===== config.mk =====
export PLATFORM = sky130hd
export DESIGN_NAME = serial_subtractor
export DESIGN_NICKNAME = d
export VERILOG_FILES = /design/src/rtl/serial_sub_pkg.sv /design/src/rtl/serial_subtractor_fa_cell.sv /design/src/rtl/serial_subtractor.sv
export SDC_FILE = /design/constraint.sdc
export NUM_CORES = 1
export LEC_CHECK = 0
export CELL_PAD_IN_SITES_DETAIL_PLACEMENT = 1
export CELL_PAD_IN_SITES_GLOBAL_PLACEMENT = 1
export CORE_ASPECT_RATIO = 1.2
export CORE_UTILIZATION = 47
export DETAILED_ROUTE_END_ITERATION = 10
export DONT_BUFFER_PORTS = 1
export GPL_ROUTABILITY_DRIVEN = 0
export PLACE_DENSITY = 0.9
export SYNTH_ARGS = -nofsm -noshare
export SYNTH_HDL_FRONTEND = slang
export SYNTH_SLANG_ARGS = --single-unit

===== constraint.sdc =====
create_clock -name clk -period 2.2 [get_ports clk]
set_input_delay 0.66 -clock clk [delete_from_list [all_inputs] [get_ports clk]]
set_output_delay 0.66 -clock clk [all_outputs]
set_load 0.02 [all_outputs]

===== src/rtl/serial_sub_pkg.sv =====
// rtl/serial_sub_pkg.sv - shared state encoding, default width and adder helper for serial_subtractor
package serial_sub_pkg;

  localparam int SUB_WIDTH_DEFAULT = 4;

  typedef enum logic [1:0] {
    S_IDLE = 2'd0,
    S_RUN  = 2'd1,
    S_DONE = 2'd2
  } sub_state_t;

  function automatic logic majority(input logic x, input logic y, input logic z);
    return (x & y) | (x & z) | (y & z);
  endfunction

endpackage


===== src/rtl/serial_subtractor_fa_cell.sv =====
// rtl/serial_subtractor_fa_cell.sv - combinational full-adder cell (module fa_cell)
module fa_cell
  import serial_sub_pkg::*;
(
  input  logic a,
  input  logic b,
  input  logic cin,
  output logic s,
  output logic cout
);

  assign s    = a ^ b ^ cin;
  assign cout = majority(a, b, cin);

endmodule


===== src/rtl/serial_subtractor.sv =====
// rtl/serial_subtractor.sv - bit-serial a - b, LSB first, one full-adder cell with inverted b
// Optional signed-overflow output ovf enabled by macro SERIAL_SUB_OVF_EN.
module serial_subtractor
  import serial_sub_pkg::*;
#(
  parameter int WIDTH = SUB_WIDTH_DEFAULT
) (
  input  logic             clk,
  input  logic             rst,
  input  logic             start,
  input  logic [WIDTH-1:0] a,
  input  logic [WIDTH-1:0] b,
  output logic             busy,
  output logic             done,
  output logic [WIDTH-1:0] diff,
  output logic             borrow
`ifdef SERIAL_SUB_OVF_EN
  ,
  output logic             ovf
`endif
);

  localparam int CW = $clog2(WIDTH + 1);
  localparam logic [CW-1:0] LAST_BIT = CW'(WIDTH - 1);

  sub_state_t     state;
  logic [WIDTH-1:0] a_sh;
  logic [WIDTH-1:0] b_sh;
  logic             carry;
  logic [CW-1:0]    cnt;
  logic             s;
  logic             cout;

  fa_cell u_fa (
    .a    (a_sh[0]),
    .b    (~b_sh[0]),
    .cin  (carry),
    .s    (s),
    .cout (cout)
  );

  always_ff @(posedge clk) begin
    if (rst) begin
      state  <= S_IDLE;
      a_sh   <= '0;
      b_sh   <= '0;
      carry  <= 1'b0;
      cnt    <= '0;
      busy   <= 1'b0;
      done   <= 1'b0;
      diff   <= '0;
      borrow <= 1'b0;
`ifdef SERIAL_SUB_OVF_EN
      ovf    <= 1'b0;
`endif
    end else begin
      case (state)
        S_IDLE, S_DONE: begin
          done <= 1'b0;
          if (start) begin
            a_sh  <= a;
            b_sh  <= b;
            carry <= 1'b1;
            cnt   <= '0;
            busy  <= 1'b1;
            state <= S_RUN;
          end else begin
            state <= S_IDLE;
          end
        end
        S_RUN: begin
          // Result bits back-fill the minuend register from the MSB side as it drains.
          a_sh  <= {s, a_sh[WIDTH-1:1]};
          b_sh  <= b_sh >> 1;
          carry <= cout;
          cnt   <= cnt + CW'(1);
          if (cnt == LAST_BIT) begin
            state  <= S_DONE;
            busy   <= 1'b0;
            done   <= 1'b1;
            diff   <= {s, a_sh[WIDTH-1:1]};
            borrow <= ~cout;
`ifdef SERIAL_SUB_OVF_EN
            ovf    <= carry ^ cout;
`endif
          end
        end
        default: state <= S_IDLE;
      endcase
    end
  end

endmodule


# Yosys cells after proc, flatten, opt, wreduce, memory -nomap -nowiden
# Cells that the tools add are included.
[classes] mux=15 reduce_logical=7 add_sub_neg=1 bitwise_logic=9 eq_ne=5
[ops] cell="one-hot mux 4 bit (2 select lines)" n=2
[ops] cell="2-to-1 mux 4 bit" n=2
[ops] cell="one-hot mux 1 bit (2 select lines)" n=3
[ops] cell="one-hot mux 3 bit (2 select lines)" n=1
[ops] cell="AND reduction 2 bit" n=3
[ops] cell="2-to-1 mux 1 bit" n=4
[ops] cell="!= test 2 bit, second input constant" n=2
[ops] cell="one-hot mux 2 bit (2 select lines)" n=1
[ops] cell="adder 3 x 1 -> 3 bit, second input constant" n=1
[ops] cell="AND 1 bit" n=3
[ops] cell="equality test 3 x 2 -> 1 bit, second input constant" n=1
[ops] cell="2-to-1 mux 3 bit" n=1
[ops] cell="AND reduction 3 bit" n=1
[ops] cell="equality test 2 x 1 -> 1 bit, second input constant" n=1
[ops] cell="equality test 2 bit, second input constant" n=1
[ops] cell="zero test 2 bit" n=1
[ops] cell="2-to-1 mux 2 bit" n=1
[ops] cell="NOT 1 bit" n=2
[ops] cell="OR 1 bit" n=2
[ops] cell="nonzero test 2 bit" n=1
[ops] cell="OR reduction 2 bit" n=1
[ops] cell="bitwise XOR 1 bit" n=2
[totals] word_cells=46 input_bits=11 output_inout_bits=7 regBits=21

# Logic depth before layout (Yosys ltp)
[depth] ltp_word=5 depth_mapped=6 mapped_depth_nobuf=5

# Hierarchy
# From an unflattened synthesis, not the netlist that was laid out.
[hier_totals] cells_unflattened=103 area_unflattened_um2=870.8
[by_module_without_submodules] module="serial_subtractor" seq_area_each_um2=420.4 area_each_um2=850.8 cells_per_inst=102 instances=1
[by_module_without_submodules] module="fa_cell" seq_area_each_um2=0.0 area_each_um2=20.0 cells_per_inst=1 instances=1

# Worst setup path before layout
# Ideal clock, no wire load.
[synth_path] path_kind="input to register" from="input port start" to="register cnt[2]" n_path_buf=1 arrival_time_ns=1.310 path_stages=4 slack_ns=0.763 path_cell_list="or2b_2 > buf_4 > a31oi_1 > nor2_1"
[synth_between] elab_chain_len=2
[synth_lines] element="start, declared" line="serial_subtractor.sv:10" text="input logic start,"
[synth_lines] element="!= test 2 bit (no source line)"
[synth_lines] element="AND reduction 2 bit (no source line)"
[synth_lines] element="end signal, assigned" line="serial_subtractor.sv:76" text="cnt <= cnt + CW'(1);"
[synth_lines] element="end, declared" line="serial_subtractor.sv:30" text="logic [CW-1:0] cnt;"
# No other way between the ends.
# A chain may end at the register's enable or synchronous reset.

# Final worst setup path
[layout_path] from="register cnt[0]" to="register busy"
[layout_between] elab_chain_len=3
[layout_lines] element="equality test 3 x 2 -> 1 bit" line="serial_subtractor.sv:77" text="if (cnt == LAST_BIT) begin"
[layout_lines] element="!= test 2 bit (no source line)"
[layout_lines] element="AND reduction 3 bit (no source line)"
[layout_lines] element="end signal, assigned" line="serial_subtractor.sv:49" text="busy <= 1'b0;"
[layout_lines] element="end signal, assigned" line="serial_subtractor.sv:65" text="busy <= 1'b1;"
[layout_lines] element="end signal, assigned" line="serial_subtractor.sv:79" text="busy <= 1'b0;"
[layout_lines] element="end, declared" line="serial_subtractor.sv:13" text="output logic busy,"
# No other way between the ends.

==> impl_metrics.ini <==
[outcome]
outcome = finished, final reports clean

[critical_path]
cp_data_required_time_ps = 2410
cp.arrival_ps = 1720
criticalPathCategory = reg2reg
crit_fanout = 8
slowest_stage = sky130_fd_sc_hd__dfxtp_1
crit_path_frequent_cell = sky130_fd_sc_hd__ha_1
worst_setup_sp_type = register
critical_path.endpoint_type = register
slowest_delay_ps = 380
crit_path_cell_trace = ha_1, ha_1, nand3b_1, a21oi_1, nor2_1
worst_r2r_path_depth = 5

[timing]
postLayoutSetupSlackWorst_ps = 697.2
final.min_clock_period_ps = 1503
timing.final.crit_share_pct = 68.31
hold_viol = 0
timing.setup.tns_ps = 0
timing_max_transition_violations_final = 0
rsz0062_at_grt = false
slew-limit-headroom_pct = 52.38
setup-violations-final = 0
max_freq_ghz = 0.6654
timing_worst_slew_pin_value_ps = 714.2
clock-skew-final_ps = 3.262

[logic_synthesis]
syn-cell-area_sq_um = 872.1
netlist.area_leader.share_pct = 48.21
yosysTopAreaCell = sky130_fd_sc_hd__dfxtp_1
netlist_cell_types = 20
post_synthesis_cell_count = 103
syn_avg_cell_area_sq_um = 8.467
synth_net_count = 117
yosys-top-cells-area = sky130_fd_sc_hd__dfxtp_1, sky130_fd_sc_hd__nand2_1, sky130_fd_sc_hd__a311oi_1, sky130_fd_sc_hd__a21oi_1, sky130_fd_sc_hd__nor2_1
ys_seq_area_share_pct = 48.21
postSynthRegisterBits = 21
synth-warning-count = 0

[clock_network]
cts.reportedPaths.clkPinSlew_ps = 120
cts-htree-levels = 1
cts_root_buffer = sky130_fd_sc_hd__clkbuf_4
cts_resized = 0
postCtsHoldBufs = 0
insertion_delay_ps = 310
post_cts_setup_buffer_count = 0
cts_tree = built
clock_path_buffers = 2
cts_buffers = 3
tritoncts_num_sinks = 21

[grt]
first_global_vias = 699
grt_start_max_net_pins = 22
groute.usage.overall_pct = 21.07
antenna_found_initial = 0
grt.overflow.total = 0
global_route_wire_length_before_repair_mm = 2.946

[final_layout]
area.sequential_sq_um = 420.4
antenna_cells_inserted = 0
final_core_util_pct = 52.08
multi_input_area_sq_um = 399.1
syn2layout_area_growth_pct = 0.4305
nNetsFinal = 114
most-common-layout-cells = sky130_fd_sc_hd__nand2_1, sky130_fd_sc_hd__dfxtp_1, sky130_fd_sc_hd__nor2_1, sky130_fd_sc_hd__a21oi_1, sky130_fd_sc_hd__a311oi_1
post_route_cell_area_sq_um = 875.8
fillCellCount = 211
drive_above_1_share_pct = 4.040

[floorplan]
die_h_um = 49.19
core-area_sq_mm = 0.001682
total_die_area_sq_mm = 0.002032
ios = 18
dieWidth_um = 41.32
rows = 16
start_util_pct = 51.86

[pwr]
clockPowerShare_pct = 27.7
worst_ir_drop_vdd_mv = 0.3405
post-layout-total-power_uw = 685.5
cell_internal_pwr_uw = 502.3
seq_power_share_pct = 61.4
power.leakage_nw = 0.3160
cellPowerDensity_mw_per_mm2 = 782.7
switchingPower_uw = 183.2
comb_power_share_pct = 10.9
switching_share_pct = 26.73

[min_path]
hold_path_depth = 1
min_path_type = in2reg

[run]
drv_cap = 0

[detailed_routing]
route.detailed.wl_per_inst_um = 15.38
drt_pass1_iterations = 3
detail_route.wirelength_mm = 1.800
vias_per_cell = 5.983
drc_errors = 0
antenna_violating_nets_post_route = 0
dr.first_iter.drc_count = 8
route.vias.total = 700

[placement]
dp_worst_setup_slack_ps = 700.8
portBuffers = 0
hpwl_mm = 1.266
detailed_place.area_sq_um = 849.6
-- worst max-delay path, delay by kind of cell (launching register included) --
family	cells	cell delay [ps]
simple gates	2	320
fa+ha+maj	2	460
compound gates	1	240
flops	1	380
-- metal layers --
layer	track usage, %	up-vias	share of wire (%)
li1	-	342	-
met1	24.93	338	43
met2	34.11	16	51
met3	4.566	4	3.9
met4	9.677	0	1.8
met5	0	-	0
-- through the flow --
step | instances | hold WS [ps]
final | 117 | 399.1
after global routing | 117 | 382.8
after CTS | 117 | 391.8
after detailed placement | 113 | 462.4
after global placement | 113 | 454.7
after floorplan | 103 | 448.3
-- cells in the mapped netlist --
cell and n:
sky130_fd_sc_hd__and2b_1 2, sky130_fd_sc_hd__clkbuf_1 2, sky130_fd_sc_hd__a21oi_1 10, sky130_fd_sc_hd__nand2b_1 2
sky130_fd_sc_hd__nand3b_1 1, sky130_fd_sc_hd__buf_4 3, sky130_fd_sc_hd__or2b_2 1, sky130_fd_sc_hd__o21a_1 1
sky130_fd_sc_hd__nor3_1 2, sky130_fd_sc_hd__a311oi_1 8, sky130_fd_sc_hd__a31oi_1 1, sky130_fd_sc_hd__dfxtp_1 21
sky130_fd_sc_hd__ha_1 2, sky130_fd_sc_hd__nor2_1 12, sky130_fd_sc_hd__nand3_1 7, sky130_fd_sc_hd__nand2_1 21
sky130_fd_sc_hd__buf_2 3, sky130_fd_sc_hd__fa_1 1, sky130_fd_sc_hd__inv_1 2, sky130_fd_sc_hd__nor3b_1 1
-- registers in the layout, indices dropped and copies added (netlist names) --
| signal | flops |
|---|---|
| borrow | 1 |
| done | 1 |
| diff | 4 |
| b_sh | 4 |
| state | 2 |
| busy | 1 |
| a_sh | 4 |
| cnt | 3 |
| carry | 1 |
-- path summary, 6_finish.rpt --
check / start / to / slack (ps)
setup / recovery: cnt[0]$_SDFFE_PP0P_ / busy$_SDFFE_PP0P_ / 700
hold / removal: rst / b_sh[3]$_SDFFE_PP0P_ / 400
setup reg to reg: cnt[0]$_SDFFE_PP0P_ / busy$_SDFFE_PP0P_ / 700
hold reg to reg: b_sh[3]$_SDFFE_PP0P_ / b_sh[3]$_SDFFE_PP0P_ / 480
-- kinds of logic (layout without fill, tap and decap cells) --
logic type                 Yosys count  in the layout  synth area share (%)
adders and majority gates            3              3                 5.165
AOI/OAI and AO/OA                   20             20                 15.35
buffers and inverters               10              6                 6.026
and+or+nand+nor                     49             49                 25.25
DFF                                 21             21                 48.21
-- power by group through the flow --
| stage | Combinational, mW | Clock [mW] | Sequential [mW] |
|---|---|---|---|
| after global placement | 0.0697 | 0 | 0.428 |
| after detailed placement | 0.0751 | 0 | 0.430 |
| after CTS | 0.0755 | 0.195 | 0.421 |
| after global routing | 0.0852 | 0.209 | 0.424 |
| after floorplan | 0.0714 | 0 | 0.424 |
| final | 0.0747 | 0.190 | 0.421 |
-- cell type report --
type / count / area share (%)
Multi-Input combinational cell: 72 / 45.57
Inverter: 2 / 0.8571
Clock buffer: 4 / 3.000
Tap cell: 18 / 2.571
Sequential cell: 21 / 48.00
(Power assumes the default switching activity.)
